[src/rtl/fifo_rd_packer.sv]
// Read-side width upsizer: drains a 1-cycle-latency FIFO and packs RATIO words per output beat.
// Optional flush path (partial word + lane keep mask) is built with `define FIFO_RD_PACKER_FLUSH_EN.
module fifo_rd_packer #(
  parameter int WIDTH = 8,
  parameter int RATIO = 4
) (
  input  logic                     i_Clk,
  input  logic                     i_Rst_L,
  output logic                     o_Rd_En,
  input  logic                     i_Rd_DV,
  input  logic [WIDTH-1:0]         i_Rd_Data,
  input  logic                     i_Empty,
  output logic                     o_Valid,
  input  logic                     i_Ready,
  output logic [WIDTH*RATIO-1:0]   o_Data,
  output logic [RATIO-1:0]         o_Keep,
  input  logic                     i_Flush,
  output logic                     o_Flush_Done
);

  localparam int CW = $clog2(RATIO);
  localparam logic [CW-1:0] LAST = CW'(RATIO - 1);

  typedef enum logic [1:0] {RUN, DRAIN, EMIT} state_t;

  state_t                       state, state_n;
  logic [CW-1:0]                ipos, cnt, cnt_nxt;
  logic [WIDTH*(RATIO-1)-1:0]   acc;
  logic                         out_free, grp_done, emit_load;
  logic [WIDTH*RATIO-1:0]       data_part;

  assign out_free = !o_Valid || i_Ready;
  assign grp_done = i_Rd_DV && (cnt == LAST);

  // Only the group-completing read waits for the output register to free up.
  always_comb begin
    o_Rd_En = i_Rst_L && !i_Empty && (state == RUN) && ((ipos != LAST) || out_free);
  end

  always_comb begin
    cnt_nxt = cnt;
    if (i_Rd_DV) cnt_nxt = grp_done ? '0 : cnt + CW'(1);
  end

`ifdef FIFO_RD_PACKER_FLUSH_EN
  logic             drain_done;
  logic [RATIO-1:0] keep_part, keep_q;
  logic             fd_q;

  // DRAIN lasts one cycle: the only possible in-flight read returns in it, so cnt_nxt is final.
  always_comb begin
    state_n    = state;
    emit_load  = 1'b0;
    drain_done = 1'b0;
    data_part  = '0;
    keep_part  = '0;
    for (int unsigned k = 0; k < RATIO - 1; k++)
      if (CW'(k) < cnt) data_part[k*WIDTH +: WIDTH] = acc[k*WIDTH +: WIDTH];
    for (int unsigned k = 0; k < RATIO; k++)
      keep_part[k] = (CW'(k) < cnt);
    unique case (state)
      RUN:   if (i_Flush) state_n = DRAIN;
      DRAIN: begin
        if (cnt_nxt == '0) begin
          state_n    = RUN;
          drain_done = 1'b1;
        end else begin
          state_n = EMIT;
        end
      end
      EMIT: begin
        if (out_free) begin
          state_n   = RUN;
          emit_load = 1'b1;
        end
      end
      default: state_n = RUN;
    endcase
  end

  always_ff @(posedge i_Clk or negedge i_Rst_L) begin
    if (!i_Rst_L) begin
      keep_q <= '0;
      fd_q   <= 1'b0;
    end else begin
      fd_q <= drain_done || emit_load;
      if (grp_done)  keep_q <= '1;
      if (emit_load) keep_q <= keep_part;
    end
  end

  assign o_Keep       = keep_q;
  assign o_Flush_Done = fd_q;
`else
  logic flush_unused;

  always_comb begin
    state_n   = RUN;
    emit_load = 1'b0;
    data_part = '0;
  end

  assign flush_unused = i_Flush;
  assign o_Keep       = {RATIO{o_Valid}};
  assign o_Flush_Done = 1'b0;
`endif

  always_ff @(posedge i_Clk or negedge i_Rst_L) begin
    if (!i_Rst_L) begin
      state   <= RUN;
      ipos    <= '0;
      cnt     <= '0;
      acc     <= '0;
      o_Valid <= 1'b0;
      o_Data  <= '0;
    end else begin
      state <= state_n;
      cnt   <= cnt_nxt;
      if (o_Rd_En) ipos <= (ipos == LAST) ? '0 : ipos + CW'(1);
      for (int unsigned k = 0; k < RATIO - 1; k++)
        if (i_Rd_DV && (cnt == CW'(k))) acc[k*WIDTH +: WIDTH] <= i_Rd_Data;
      if (o_Valid && i_Ready) o_Valid <= 1'b0;
      if (grp_done) begin
        o_Data  <= {i_Rd_Data, acc};
        o_Valid <= 1'b1;
      end
      if (emit_load) begin
        o_Data  <= data_part;
        o_Valid <= 1'b1;
        cnt     <= '0;
        ipos    <= '0;
      end
    end
  end

endmodule

[config.mk]
export PLATFORM = sky130hd
export DESIGN_NAME = fifo_rd_packer
export DESIGN_NICKNAME = d
export VERILOG_FILES = /design/src/rtl/fifo_rd_packer.sv
export SDC_FILE = /design/constraint.sdc
export NUM_CORES = 1
export LEC_CHECK = 0
export ABC_AREA = 1
export CAP_MARGIN = 30
export CORE_MARGIN = 4
export CORE_UTILIZATION = 45
export DETAILED_ROUTE_END_ITERATION = 7
export GPL_TIMING_DRIVEN = 0
export PLACE_DENSITY = 0.76
export SKIP_LAST_GASP = 1
export SYNTH_ARGS = -nofsm -noshare
export SYNTH_HDL_FRONTEND = slang
export SYNTH_SLANG_ARGS = --single-unit
[constraint.sdc]
create_clock -name i_Clk -period 1.33 [get_ports i_Clk]
set_input_delay 0.266 -clock i_Clk [delete_from_list [all_inputs] [get_ports i_Clk]]
set_output_delay 0.266 -clock i_Clk [all_outputs]
set_load 0.02 [all_outputs]
======== After elaboration in Yosys (flattened, before gate mapping) ========
Cells that the tools add are included.
cells by class
  add/subtract/negate cells ............... 2
  eq/ne operators ......................... 5
  mux-type cells .......................... 4
  reductions and logical operators ........ 13
operator list
  operator               count
  $logic_and A1 B1 Y1    7
  $eq A2 B2 Y1 const B   3
  $add A2 B1 Y2 const B  2
  $mux W2                2
  $eq A2 B1 Y1 const B   1
  $logic_not A1 Y1       2
  $logic_not A2 Y1       1
  $logic_or A1 B1 Y1     2
  $mux W1                2
  $ne A2 B2 Y1 const B   1
  $reduce_bool A2 Y1     1
word-level totals
  flip-flop bits (word level) ............. 61
  input bits .............................. 14
  output and inout bits ................... 39
  logic and storage cells ................. 31

======== Depth between registers and ports, before layout ========
Gate-level depths: netlist (run 1).
  depth after elaboration ................. 4
  depth in mapped cells ................... 6
  mapped depth without buffers ............ 5

======== Worst setup path before layout (run 1) ========
OpenSTA, ideal clock, no wires.
  kind .................................... register to output
  from .................................... register ipos[0]
  to ...................................... output o_Rd_En
  arrival time ............................ 918 ps
  data required time ...................... 1,064 ps
  path slack .............................. 146 ps
  cell stages (with the launch flop) ...... 5
  buffers on the path ..................... 0
  path through ............................ dfrtp_1 > ha_1 > nand3_1 > nand2_1 > inv_1
between the ends
  cells in the longest elaborated chain, start to end .. 3
ends and longest elaborated chain
  element                   line  source
  start: declaration        27    logic [CW-1:0] ipos, cnt, cnt_nxt;
  start signal: assignment  119   if (o_Rd_En) ipos <= (ipos == LAST) ? '0 : ipos + CW'(1);
  $ne A2 B2 Y1              37    o_Rd_En = i_Rst_L && !i_Empty && (state == RUN) && ((ipos != LAST) || out_free);
  $logic_or A1 B1 Y1        37
  $logic_and A1 B1 Y1       37
  end: declaration          9     output logic o_Rd_En,
No other way between the ends.

======== Final worst setup path (run 1) ========
Ends and elaborated chain as after synthesis.

==> impl_metrics.env, run 1 <==
export IMPL_drtAntennaViolNets=0
export IMPL_min_from="i_Rst_L"
export IMPL_die_width_um=83.6
export IMPL_drive_above_1_share_pct=22.7
export IMPL_h_tree_depth=3
export IMPL_dieArea_um2=6990
export IMPL_grt_overflow=0
export IMPL_area_growth_pct=33.2
export IMPL_syn_num_nets=273
export IMPL_antenna_found_initial=0
export IMPL_setup_viol=4
export IMPL_synth_seq_cells=61
export IMPL_drc=0
export IMPL_rr_startpoint="cnt[0]$_DFFE_PN0P_"
export IMPL_drt_pass1_iterations=4
export IMPL_syn_avg_cell_area_um2=10.1
export IMPL_diodes=0
export IMPL_drv_cap=0
export IMPL_grt_pass1_vias=1984
export IMPL_cts_tree="done"
export IMPL_startpoint="ipos[0]$_DFFE_PN0P_"
export IMPL_gr_usage_all_layers_pct=16.9
export IMPL_synth_cell_type_count=16
export IMPL_core_um2=5540
export IMPL_globalplace_congestion=0.795
export IMPL_layout_commonest_cell="nand2_1"
export IMPL_yosys_warnings=0
export IMPL_start_util_pct=46.4
export IMPL_clk_pin_slew_ns=0.06
export IMPL_final_util_pct=61.9
export IMPL_violations="setup timing"
export IMPL_cts_made_buffers=9
export IMPL_endpoint="o_Rd_En"
export IMPL_postSynthCellCount=254
export IMPL_cellLeakagePower_nw=1.78
export IMPL_endpoint_kind="primary output"
export IMPL_cts_sinks=61
export IMPL_vdd_drop_max_v=0.00130
export IMPL_first_iter_violations=92
export IMPL_skew_ns=0.00375
export IMPL_power_mw=7.68
export IMPL_status="finished with violations"
export IMPL_stdcell_area_um2=3430
export IMPL_hold_violations=0
export IMPL_dp_slack_ns=-0.800
export IMPL_arrival_ns=1.25
export IMPL_required_ns=1.06
export IMPL_r2r_end="o_Data[3]$_DFFE_PN0P_"
export IMPL_cts_root_buffer="clkbuf_8"
export IMPL_dpl_instance_area_um2=3180
export IMPL_num_rows=27
export IMPL_io_buffers=50
export IMPL_synthesis_area_um2=2570
export IMPL_finalWirelength_mm=5.72
export IMPL_grt_max_degree=35
export IMPL_drv_slew=0
export IMPL_max_freq_mhz=659
export IMPL_rrSetupSlack_ns=0.10
export IMPL_viasPerCell=4.86
export IMPL_hold_slack_ns=0.347
export IMPL_cts_buffer_depth=2
export IMPL_layout_common_cells="nand2_1 (87), dfrtp_1 (60), nand3_1 (27)"
export IMPL_vias=1936
export IMPL_num_io_pins=53
export IMPL_power_density_nw_per_um2=2240
export IMPL_fin_ws_ns=-0.187
export IMPL_startpoint_type="register"
export IMPL_insertion_delay_ns=0.32
export IMPL_worst_path_max_fanout=3
export IMPL_ys_seq_area_share_pct=59.3
export IMPL_wire_per_inst_um=14.4
export IMPL_rsz0062_at_grt="yes"
export IMPL_fin_nets=340
export IMPL_r2r_cells=6
export IMPL_finalCritPeriodShare_pct=114
export IMPL_path_class="register to primary output"
export IMPL_grt_pass1_wl_mm=9.36
export IMPL_die_y_um=83.6
export IMPL_min_path_type="input port to register"
export IMPL_fin_crit_ns=1.52
export IMPL_dpl_hpwl_mm=3.89
[metrics by stage]
step	setup TNS [ns]	instances
finish	-0.491	398
global route	-0.691	398
CTS	-0.468	394
detailed placement	-11.24	377
global placement	-132.28	376
floorplan	0	254
[worst max-delay path, stage by stage (launching register included)]
cell and delay (ns):
dfrtp_1 0.38, ha_2 0.20, nand3_2 0.09, nand2_2 0.10
inv_2 0.04, buf_6 0.12
[kinds of logic (layout without fill, tap and decap cells)]
family | count (synthesis) | count (layout) | share of synthesized area [%]
AND/OR/NAND/NOR | 122 | 122 | 19.6
other | 1 | 1 | 0.146
flip-flops | 61 | 61 | 59.3
buffers and inverters | 31 | 103 | 9.58
AO/OA/AOI/OAI | 34 | 34 | 8.95
adder cells (fa/ha/maj) | 5 | 5 | 2.43
[routing by layer]
metal  up-vias  global-route usage, %  routed length, µm
li1        938                      -                  -
met1       935                   21.7               2620
met2        59                   26.9               2740
met3         4                   4.84                329
met4         0                   6.73                 36
met5         -                      0                  0
[cell usage after synthesis]
library cell	instances	area share (%)
buf_12	2	1.6
ha_1	5	2.4
dfrtp_1	61	59
nand2_1	88	13
o21ai_1	16	3.1
inv_1	13	1.9
conb_1	1	0.15
buf_2	1	0.19
o21ai_2	16	5.4
nand3_1	28	5.4
nand2_2	4	0.97
nor2_1	2	0.29
o21ai_0	2	0.39
buf_6	9	3.9
clkbuf_8	1	0.53
buf_4	5	1.5
[flip-flops by register name, indices dropped and copies added, names as in the netlist]
| name | cells |
|---|---|
| ipos | 2 |
| o_Valid | 1 |
| acc | 24 |
| o_Data | 32 |
| cnt | 2 |
[cell type report]
type	instances	area, µm²
flip-flops and latches	61	1530
clock inverters	5	25.0
fillers	506	2110
multi-input cells	162	823
well taps	72	90.1
repair buffers	56	557
clock buffers	11	151
plain buffers	18	204
inverters	13	48.8
[power breakdown]
group          internal [mW]  total (mW)  switching, mW  leakage (nW)
Sequential              2.71        3.17          0.465         0.768
Combinational           1.31        3.06           1.76         0.917
Clock                  0.761        1.44          0.684        0.0986
Total                   4.77        7.68           2.91          1.78
[worst min-delay path by stage]
stage,cells past startpoint,to,slack [ns]
3_5_place_dp,1,o_Data[29]$_DFFE_PN0P_,0.33
5_1_grt,5,ipos[1]$_DFFE_PN0P_,0.36
2_1_floorplan,0,acc[0]$_DFFE_PN0P_,-0.03
6_report,5,ipos[1]$_DFFE_PN0P_,0.35
3_3_place_gp,2,o_Data[4]$_DFFE_PN0P_,0.45
4_1_cts,1,o_Data[28]$_DFFE_PN0P_,-0.15
[timing repair]
| action | 4_1_cts | 5_1_grt |
|---|---|---|
| gates resized for setup | 67 | 37 |
| buffers inserted | 1 | 2 |
| pin swaps | 0 | 2 |
| endpoints found under the hold margin | 27 | 27 |
| setup endpoints to repair | 46 | 45 |
| cloned | 0 | 0 |
Note: power is estimated with default switching activity, not from simulation.
==> run 2, diff against run 1 <==
CTS_BUF_LIST = sky130_fd_sc_hd__clkbuf_16   (was default)
==> run 2 against run 1 <==
  * The flow still finishes with violations (setup timing)
  * Clock skew rose by 0.00060 ns
  * Setup slack improved by 0.0066 ns
  * Die area did not move
  * Utilization rose by 0.95 points
  * Final cell count fell by 0.50%
  * Non-clock buffer count fell by 2
  * First-iteration DRC count rose by 25%
  * Total power rose by 6.4%
  * Maximum frequency rose by 0.44%
  * Register-to-register slack got worse by 0.02 ns
  * Worst hold slack improved by 0.0047 ns
  * Critical path type unchanged
==> impl_metrics.env, run 2 (same netlist as run 1, synthesis figures left out) <==
export IMPL_status="finished with violations"
export IMPL_vdd_drop_max_v=0.00116
export IMPL_path_class="register to primary output"
export IMPL_p_sw_share_pct=36.7
export IMPL_cts_root_buffer="clkbuf_16"
export IMPL_cts_made_buffers=9
export IMPL_endpoint_kind="primary output"
export IMPL_grt_max_degree=35
export IMPL_pwr_share_seq_pct=38.9
export IMPL_finalNonFillerCells=396
export IMPL_fin_ws_ns=-0.181
export IMPL_p_int_mw=5.18
export IMPL_dieArea_um2=6990
export IMPL_antenna_found_initial=0
export IMPL_gr_usage_all_layers_pct=17.2
export IMPL_largest_reg_flops=32
export IMPL_max_stage_delay_ns=0.37
export IMPL_clk_pin_slew_ns=0.05
export IMPL_biggestRegsByFlops="o_Data x32, acc x24"
export IMPL_num_io_pins=53
export IMPL_max_freq_mhz=662
export IMPL_skew_ns=0.00435
export IMPL_power_mw=8.17
export IMPL_dp_slack_ns=-0.800
export IMPL_clkPwrFrac_pct=24.5
export IMPL_area_growth_pct=35.3
export IMPL_min_path_type="input port to register"
export IMPL_fin_crit_ns=1.51
export IMPL_regArea_um2=1530
export IMPL_layout_commonest_cell="nand2_1"
export IMPL_dpl_hpwl_mm=3.89
export IMPL_cts_tree="done"
export IMPL_die_y_um=83.6
export IMPL_worst_path_max_fanout=3
export IMPL_dp_cells=377
export IMPL_cts_sinks=61
export IMPL_globalplace_congestion=0.795
export IMPL_insertion_delay_ns=0.32
export IMPL_viasPerCell=4.93
export IMPL_cellLeakagePower_nw=1.85
export IMPL_required_ns=1.06
export IMPL_startpoint_type="register"
export IMPL_grt_overflow=0
export IMPL_setup_viol=2
export IMPL_drc=0
export IMPL_hold_violations=0
export IMPL_grt_pass1_wl_mm=9.50
export IMPL_fin_nets=338
export IMPL_core_um2=5540
export IMPL_violations="setup timing"
export IMPL_diodes=0
export IMPL_crit_slowest_cell="dfrtp_1"
export IMPL_finalWirelength_mm=5.77
export IMPL_multi_input_area_um2=823
export IMPL_first_iter_violations=115
export IMPL_cts_buffer_depth=2
export IMPL_crit_chain="ha_2, nand3_2, nand2_2, inv_2, buf_6"
export IMPL_arrival_ns=1.24
export IMPL_comb_power_share_pct=36.6
export IMPL_drv_slew=0
export IMPL_regMostFlops="o_Data"
export IMPL_wire_per_inst_um=14.6
export IMPL_start_util_pct=46.4
export IMPL_rsz0062_at_grt="yes"
export IMPL_finalCritPeriodShare_pct=114
export IMPL_die_width_um=83.6
export IMPL_num_rows=27
export IMPL_fillers=505
export IMPL_io_buffers=50
export IMPL_drv_cap=0
export IMPL_p_switching_mw=3.00
export IMPL_drive_above_1_share_pct=21.0
export IMPL_grt_pass1_vias=1977
export IMPL_rrSetupSlack_ns=0.08
export IMPL_drt_pass1_iterations=4
export IMPL_h_tree_depth=3
export IMPL_drtAntennaViolNets=0
export IMPL_power_density_nw_per_um2=2350
export IMPL_vias=1952
export IMPL_layout_common_cells="nand2_1 (87), dfrtp_1 (60), dlygate4sd2_1 (29)"
[run 2: path summary, 6_finish.rpt]
| check | from | to | cells after the start |
|---|---|---|---|
| worst max-delay path | ipos[0]$_DFFE_PN0P_ | o_Rd_En | 5 |
| worst min-delay path | i_Rst_L | ipos[1]$_DFFE_PN0P_ | 5 |
| worst max register to register | cnt[0]$_DFFE_PN0P_ | o_Data[3]$_DFFE_PN0P_ | 6 |
| worst min register to register | o_Data[12]$_DFFE_PN0P_ | o_Data[12]$_DFFE_PN0P_ | 2 |
| max in group asynchronous | i_Rst_L | o_Data[18]$_DFFE_PN0P_ | 3 |
| min in group asynchronous | i_Rst_L | o_Data[28]$_DFFE_PN0P_ | 3 |
[run 2: through the flow]
| step | util (%) | setup TNS [ns] | area, µm² | hold slack [ns] |
|---|---|---|---|---|
| finish | 62.8 | -0.214 | 3480 | 0.352 |
| global route | 62.8 | -0.363 | 3480 | 0.372 |
| CTS | 61.2 | -0.289 | 3390 | -0.132 |
| detailed placement | 57.4 | -11.24 | 3180 | 0.330 |
| global placement | 57.1 | -132.28 | 3160 | 0.454 |
| floorplan | - | 0 | 2570 | -0.0296 |
[run 2: power groups by stage]
stage	clock network, mW	logic, mW	registers [mW]
after CTS	2.03	2.94	3.17
after global placement	0	3.16	3.18
final	2.00	2.99	3.18
after global routing	2.14	3.29	3.29
after detailed placement	0	3.27	3.19
after floorplan	0	1.33	3.70
[run 2: area by class of cell]
| cell class | instances | share of cell area, % |
|---|---|---|
| timing repair buffer | 54 | 14.9 |
| inverter | 13 | 1.40 |
| sequential | 61 | 43.9 |
| clock buffer | 9 | 6.47 |
| buffer | 18 | 6.11 |
| tap | 72 | 2.59 |
| clock inverter | 7 | 0.935 |
| multi-input combinational | 162 | 23.7 |
[run 2: critical path, delay by kind of cell, from the launching register on]
kind                     cells  cell delay [ns]
AND/OR/NAND/NOR              2             0.19
flip-flops                   1             0.37
buffers and inverters        2             0.16
adder cells (fa/ha/maj)      1             0.20
[run 2: what timing repair did]
action / 4_1_cts / 5_1_grt
pin swaps: 0 / 2
setup buffers: 0 / 1
resized for setup: 59 / 23
hold endpoints to repair: 27 / 27
endpoints found under the setup margin: 39 / 25
[run 2: routing by layer]
| metal | vias up | global-route usage [%] | wire length, µm |
|---|---|---|---|
| met1 | 942 | 22.1 | 2640 |
| li1 | 942 | - | - |
| met4 | 0 | 7.46 | 107 |
| met5 | - | 0 | 0 |
| met3 | 11 | 5.43 | 329 |
| met2 | 57 | 26.9 | 2690 |
